==> src/rtl/imem_loader.sv <==
// Boot-time instruction memory loader: receives a length-prefixed, checksummed byte stream,
// writes little-endian words into the instruction memory and releases the core on success.
module imem_loader #(
  parameter int unsigned DEPTH_WORDS = 64,
  parameter logic [31:0] BASE_ADDR   = 32'h0000_0000
) (
  input  logic        clk,
  input  logic        reset,
  input  logic [7:0]  rx_data,
  input  logic        rx_valid,
  output logic        rx_ready,
  input  logic        load_start,
  output logic        imem_we,
  output logic [31:0] imem_addr,
  output logic [31:0] imem_wdata,
  output logic        core_reset,
  output logic        load_done,
  output logic        load_error
);

  typedef enum logic [2:0] {
    S_LEN,
    S_DATA,
    S_CSUM,
    S_DONE,
    S_ERR
  } state_t;

  state_t      state, state_nxt;
  logic [1:0]  byte_cnt;
  logic [31:0] len;
  logic [31:0] word_idx;
  logic [31:0] shift_reg;
  logic [7:0]  csum;
  logic        accept;
  logic        last_byte;
  logic [31:0] len_word;
  logic [31:0] data_word;

  assign accept    = rx_valid & rx_ready;
  assign last_byte = (byte_cnt == 2'd3);
  // Bytes arrive LSB first, so each new byte enters at the top and the word shifts down.
  assign len_word  = {rx_data, len[31:8]};
  assign data_word = {rx_data, shift_reg[31:8]};

  always_ff @(posedge clk) begin
    if (reset) begin
      state <= S_LEN;
    end else begin
      state <= state_nxt;
    end
  end

  // rx_ready and the status outputs decode only the state register.
  always_comb begin
    state_nxt  = state;
    rx_ready   = 1'b0;
    core_reset = 1'b1;
    load_done  = 1'b0;
    load_error = 1'b0;
    case (state)
      S_LEN: begin
        rx_ready = 1'b1;
        if (accept && last_byte) begin
          if (len_word > DEPTH_WORDS) begin
            state_nxt = S_ERR;
          end else if (len_word == '0) begin
            state_nxt = S_CSUM;
          end else begin
            state_nxt = S_DATA;
          end
        end
      end
      S_DATA: begin
        rx_ready = 1'b1;
        if (accept && last_byte && (word_idx == len - 32'd1)) begin
          state_nxt = S_CSUM;
        end
      end
      S_CSUM: begin
        rx_ready = 1'b1;
        if (accept) begin
          state_nxt = (rx_data == csum) ? S_DONE : S_ERR;
        end
      end
      S_DONE: begin
        core_reset = 1'b0;
        load_done  = 1'b1;
        if (load_start) begin
          state_nxt = S_LEN;
        end
      end
      S_ERR: begin
        load_error = 1'b1;
        if (load_start) begin
          state_nxt = S_LEN;
        end
      end
      default: state_nxt = S_LEN;
    endcase
  end

  always_ff @(posedge clk) begin
    if (reset) begin
      byte_cnt   <= '0;
      len        <= '0;
      word_idx   <= '0;
      shift_reg  <= '0;
      csum       <= '0;
      imem_we    <= 1'b0;
      imem_addr  <= BASE_ADDR;
      imem_wdata <= '0;
    end else begin
      imem_we <= 1'b0;
      case (state)
        S_LEN: begin
          if (accept) begin
            len      <= len_word;
            byte_cnt <= byte_cnt + 2'd1;
          end
        end
        S_DATA: begin
          if (accept) begin
            shift_reg <= data_word;
            csum      <= csum ^ rx_data;
            byte_cnt  <= byte_cnt + 2'd1;
            if (last_byte) begin
              imem_we    <= 1'b1;
              imem_wdata <= data_word;
              imem_addr  <= BASE_ADDR + {word_idx[29:0], 2'b00};
              word_idx   <= word_idx + 32'd1;
            end
          end
        end
        S_DONE, S_ERR: begin
          if (load_start) begin
            byte_cnt  <= '0;
            len       <= '0;
            word_idx  <= '0;
            shift_reg <= '0;
            csum      <= '0;
          end
        end
        default: ;
      endcase
    end
  end

endmodule
==> config.mk <==
export PLATFORM = sky130hd
export DESIGN_NAME = imem_loader
export DESIGN_NICKNAME = d
export VERILOG_FILES = /design/src/rtl/imem_loader.sv
export SDC_FILE = /design/constraint.sdc
export NUM_CORES = 1
export LEC_CHECK = 0
export ABC_AREA = 1
export CAP_MARGIN = 20
export CORE_MARGIN = 2
export CORE_UTILIZATION = 41
export CTS_BUF_LIST = sky130_fd_sc_hd__clkbuf_8
export DETAILED_ROUTE_END_ITERATION = 16
export HOLD_SLACK_MARGIN = 0.03
export PLACE_DENSITY = 0.67
export SYNTH_ARGS = -nofsm -noshare
export SYNTH_HDL_FRONTEND = slang
export SYNTH_SLANG_ARGS = --single-unit
==> constraint.sdc <==
create_clock -name clk -period 2.3 [get_ports clk]
set_clock_uncertainty 0.1 [all_clocks]
set_input_delay 0.69 -clock clk [delete_from_list [all_inputs] [get_ports clk]]
set_output_delay 0.69 -clock clk [all_outputs]
set_load 0.1 [all_outputs]
==> impl_metrics.toml, run 1 <==
[floorplanning]
core.rowCount = 50
io_pins = 81
start_util_pct = 42.01
die_h_um = 142.7
die_area_um2 = 20360
coreArea_um2 = 18770
die_w_um = 142.7

[timing]
max-slew-margin-rel_pct = 55.11
finalMaxSlewViolations = 0
fin_hold_ws_ns = 0.3663
hold_viol_final = 0
worst_pin_slew_ns = 0.6734
fin_crit_ns = 2.248
setup_viol = 0
period_share_pct = 97.74
rsz0062_at_grt = "yes"
max_freq_ghz = 0.4448
fin_ws_ns = 0.05200
setup_tns_ns = 0

[detailed_routing]
drtIter0Drc = 528
dr_total_vias = 7898
post_drt_wl_per_cell_um = 14.87
wl_um = 22570
drt-vias-per-instance = 5.203
drcViolationCount = 0
dr.pass1.iters = 5
drtAntennaViolNets = 0

[placed_design]
post-place-ws_ns = -0.3202
post-dp-hpwl_um = 16280
port_buffers = 78
gp_congestion = 0.9255
dp_cells = 1478

[clock_tree]
ctsHtreeMaxLevel = 4
cts.path.max_buffers = 2
clk_latency_ns = 0.47
cts_buffers = 17
tritoncts = "yes"
root_buffer = "clkbuf_8"
clkTransAtPathRegs_ns = 0.11
clock_sinks = 164
cts.hold.buffers_added = 0

[global_routing]
track_usage_pct = 22.53
grt_pass1_vias = 7313
grt_max_degree = 79
grt_pass1_wl_um = 36470
antenna_found_initial = 0
overflow = 0

[yosys]
synth_seq_cells = 164
synth_cells = 1121
yosys_warnings = 0
synth_enable_flop_cells = 0
synth_ff_type = "dfxtp_1"
async_flop_share_pct = 0
syn_area_per_cell_um2 = 7.034
synth_area_um2 = 7885
synth-seq-area-share_pct = 41.64
yosys.cell_types.count = 42

[power_and_ir_drop]
leakage_uw = 0.004312
ir_drop_uv = 590.0
p_total_uw = 10300
power_density_nw_per_um2 = 991.8

[hold_path]
min_path_type = "reg2reg"

[worst_setup_path]
arrival_ns = 2.51
worstPathRequired_ns = 2.57
critPathCaptureType = "register"
start_kind = "register"
worst-setup-path-type = "reg2reg"
worst-path-max-fanout = 6

[run_status]
status = "complete, no violations"

[layout]
instances_no_fill = 1518
syn2layout_area_growth_pct = 31.74
num-nets-final = 1286
drive_above_1_share_pct = 23.68
final_common_cell = "nand2_1"
reg_top3 = "imem_wdata (32), len (32), word_idx (32)"
diodes = 0
final_cell_mix = "nand2_1, dfxtp_1, nor2_1, buf_4, a21oi_1"

[flow_run]
drv_cap = 0
## cells by family after synthesis
family | after synthesis | synth area share [%]
compound gates | 249 | 17.01
xor+xnor | 42 | 4.840
fa+ha+maj | 3 | 0.4761
buf+inv | 157 | 7.743
flops | 164 | 41.64
mux | 1 | 0.1428
other cells | 1 | 0.04756
simple gates | 504 | 28.10
## critical path: stages (launching register included)
cell	delay, ns
dfxtp_2	0.34
inv_2	0.07
ha_4	0.17
nand2_4	0.08
nor2_4	0.14
buf_8	0.15
nand2_4	0.08
nor2_2	0.11
nand2_1	0.05
nand3_1	0.08
nand2_1	0.05
nor2_1	0.09
nand2_1	0.07
nor2_2	0.11
nand3_2	0.14
nand2_4	0.12
nand3b_1	0.08
nand2_1	0.06
inv_1	0.03
## power breakdown
part           leakage (µW)  total, µW  switching [µW]  internal, µW
logic               0.00278       4700            2820          1880
clock network      0.000200       2090            1270           819
registers           0.00133       3520             372          3150
total               0.00431      10300            4460          5840
## routing by layer
layer	GRT usage, %	routed length (µm)	vias up
li1	-	-	3989
met2	34.87	10150	259
met3	3.488	1326	28
met5	0	0	-
met1	31.82	10600	3622
met4	8.233	490	0
## stage by stage
step	area [µm²]	utilization, %
2_1_floorplan	7903	-
3_3_place_gp	9721	51.79
3_5_place_dp	9721	51.79
4_1_cts	10160	54.13
5_1_grt	10390	55.35
6_report	10390	55.35
## cells in the mapped netlist (2+ instances only)
cell type  number  area (µm²)
a211oi_1       20       150.1
a21oi_1       119       595.6
a221oi_1        2       17.52
a31oi_1         2       12.51
buf_2           5       25.02
buf_4           2       15.01
clkbuf_1       44       165.2
dfxtp_1       164        3283
ha_1            3       37.54
inv_1         100       375.4
inv_2           4       15.01
nand2_1       178       668.1
nand2_2         6       37.54
nand2_4         2       22.52
nand3_1        70       350.3
nand3_2         2       20.02
nand3b_1        5       37.54
nand4_1        12       75.07
nand4_2         2       25.02
nor2_1        179       671.9
nor2_2          5       31.28
nor2_4          5       56.30
nor3_1         26       130.1
nor4_1         10       62.56
o21ai_0        98       490.5
xnor2_1        12       105.1
xor2_1         29       254.0
## timing repair
item                       CTS  global route
gates resized for setup     17            64
cloned                       1             0
pin swaps                    4            18
setup endpoints to repair    5             4
buffers inserted             0             7
## worst paths after layout
path | from | to | slack [ns] | cells after the start
min reg2reg | shift_reg[8] | shift_reg[8] | 0.37 | 2
min | shift_reg[8] | shift_reg[8] | 0.37 | 2
max reg2reg | len[0] | state[0] | 0.05 | 18
max | len[0] | state[0] | 0.05 | 18
## cell type report
cell class	count	area, µm²
sequential	164	3303
timing repair buffer	182	1810
tap	234	292.8
clock inverter	15	156.4
inverter	105	394.1
fill	1780	8381
multi-input combinational	801	4197
clock buffer	17	234.0
(Power assumes the default switching activity.)
==> inputs of run 2 (changes only) <==
--- a/config.mk
+++ b/config.mk
@@ -11,6 +11,7 @@
 export CORE_UTILIZATION = 41
 export CTS_BUF_LIST = sky130_fd_sc_hd__clkbuf_8
 export DETAILED_ROUTE_END_ITERATION = 16
+export GPL_ROUTABILITY_DRIVEN = 0
 export HOLD_SLACK_MARGIN = 0.03
 export PLACE_DENSITY = 0.67
 export SYNTH_ARGS = -nofsm -noshare
==> run 2 against run 1 <==
Effect of this change: routed wire length down 1.1%; highest routed layer unchanged; sequential share of layout area shrank 0.082 points; sequential power is essentially flat; via count down 0.53%.
==> impl_metrics.toml, run 2 (synthesis results as in run 1) <==
[floorplanning]
start_util_pct = 42.01
core.rowCount = 50
die_h_um = 142.7
coreArea_um2 = 18770
die_area_um2 = 20360
die_w_um = 142.7
io_pins = 81

[detailed_routing]
dr_total_vias = 7856
dr.pass1.iters = 5
drt-vias-per-instance = 5.168
drcViolationCount = 0
drtIter0Drc = 610
post_drt_wl_per_cell_um = 14.68
drtAntennaViolNets = 0
wl_um = 22310

[clock_tree]
clkTransAtPathRegs_ns = 0.11
tritoncts = "yes"
root_buffer = "clkbuf_8"
cts.path.max_buffers = 2
ctsHtreeMaxLevel = 4
clk_latency_ns = 0.48
clock_sinks = 164
cts_buffers = 17

[placed_design]
post-dp-hpwl_um = 16200
dpl_cell_area_um2 = 9738
port_buffers = 78

[timing]
setup_viol = 0
max-slew-margin-rel_pct = 56.02
rsz0062_at_grt = "yes"
max_freq_ghz = 0.4436
fin_hold_ws_ns = 0.3650
hold_viol_final = 0
worst_pin_slew_ns = 0.6597
fin_crit_ns = 2.254
finalMaxSlewViolations = 0
period_share_pct = 98.02

[hold_path]
min_from = "shift_reg[15]"
hold_end = "shift_reg[15]"
min_path_type = "reg2reg"
hold_depth = 2

[global_routing]
overflow = 0
grt_max_degree = 79
track_usage_pct = 22.31
grt_pass1_wl_um = 36200
grt_pass1_vias = 7260
antenna_found_initial = 0

[worst_setup_path]
worstPathRequired_ns = 1.51
arrival_ns = 1.46
worst-setup-path-type = "reg2out"
worst-path-max-fanout = 5
r2r_cells = 18
r2r_start = "len[1]"
start_kind = "register"
critPathCaptureType = "primary output"
r2r_end = "state[0]"
rrSetupSlack_ns = 0.12

[power_and_ir_drop]
power_density_nw_per_um2 = 989.1
leakage_uw = 0.004328
p_total_uw = 10310
ir_drop_uv = 480.3

[layout]
final_cell_mix = "nand2_1, nor2_1, dfxtp_1, buf_4, a21oi_1"
reg_top3 = "imem_wdata (32), len (32), word_idx (32)"
fillers = 1763
syn2layout_area_growth_pct = 32.23
drive_above_1_share_pct = 24.03
diodes = 0
num-nets-final = 1288
final_common_cell = "nand2_1"
final_area_um2 = 10430

[flow_run]
drv_cap = 0

[run_status]
status = "complete, no violations"
-- run 2: metal layers --
layer  track usage (%)  vias up  part of all wire, %  routed length (µm)
li1                  -     4001                    -                   -
met1             31.60     3616                   48               10650
met2             34.87      215                   45               10120
met3             3.756       24                  5.2                1168
met4             6.774        0                  1.6                 367
met5                 0        -                    0                   0
-- run 2: worst max path at each step --
stage / slack, ns / startpoint / endpoint / cells past startpoint
finish: 0.05 / state[2] / core_reset / 4
global route: -0.05 / len[13] / state[0] / 17
CTS: 0.002 / state[2] / core_reset / 4
detailed placement: -0.34 / rx_valid / word_idx[28] / 12
global placement: -0.30 / rx_valid / word_idx[30] / 15
floorplan: -0.45 / state[0] / core_reset / 3
-- run 2: area by class of cell --
| class | count | area, µm² | area share, % |
|---|---|---|---|
| Multi-Input combinational cell | 801 | 4205 | 40.33 |
| Sequential cell | 164 | 3307 | 31.72 |
| Timing Repair Buffer | 184 | 1813 | 17.39 |
| Inverter | 105 | 394.1 | 3.780 |
| Tap cell | 234 | 292.8 | 2.808 |
| Clock buffer | 17 | 234.0 | 2.244 |
| Clock inverter | 15 | 180.2 | 1.728 |
-- run 2: power by group --
group	internal (µW)	switching (µW)	leakage, µW
Clock	828	1310	0.000202
Combinational	1890	2750	0.00279
Sequential	3150	387	0.00133
-- run 2: worst max-delay path, stage by stage (launching register included) --
cell     delay [ns]
dfxtp_4        0.38
buf_6          0.12
nor3_4         0.24
inv_2          0.07
buf_12         0.17
-- run 2: per-stage QoR --
step | TNS [ns] | cells | utilization [%] | worst slack, ns
3_3_place_gp | -5.906 | 1482 | 51.89 | -0.2974
6_report | 0 | 1520 | 55.55 | 0.04562
5_1_grt | -0.1353 | 1520 | 55.55 | -0.05364
2_1_floorplan | -16.61 | 1122 | - | -0.4483
3_5_place_dp | -8.683 | 1482 | 51.89 | -0.3358
4_1_cts | 0 | 1515 | 54.33 | 0.001768
-- run 2: repair_timing --
action	in CTS	in global routing
pin swaps	3	17
endpoints found under the setup margin	5	6
hold buffers	0	0
setup buffers	0	5
gates resized for setup	17	68
gates cloned	1	0
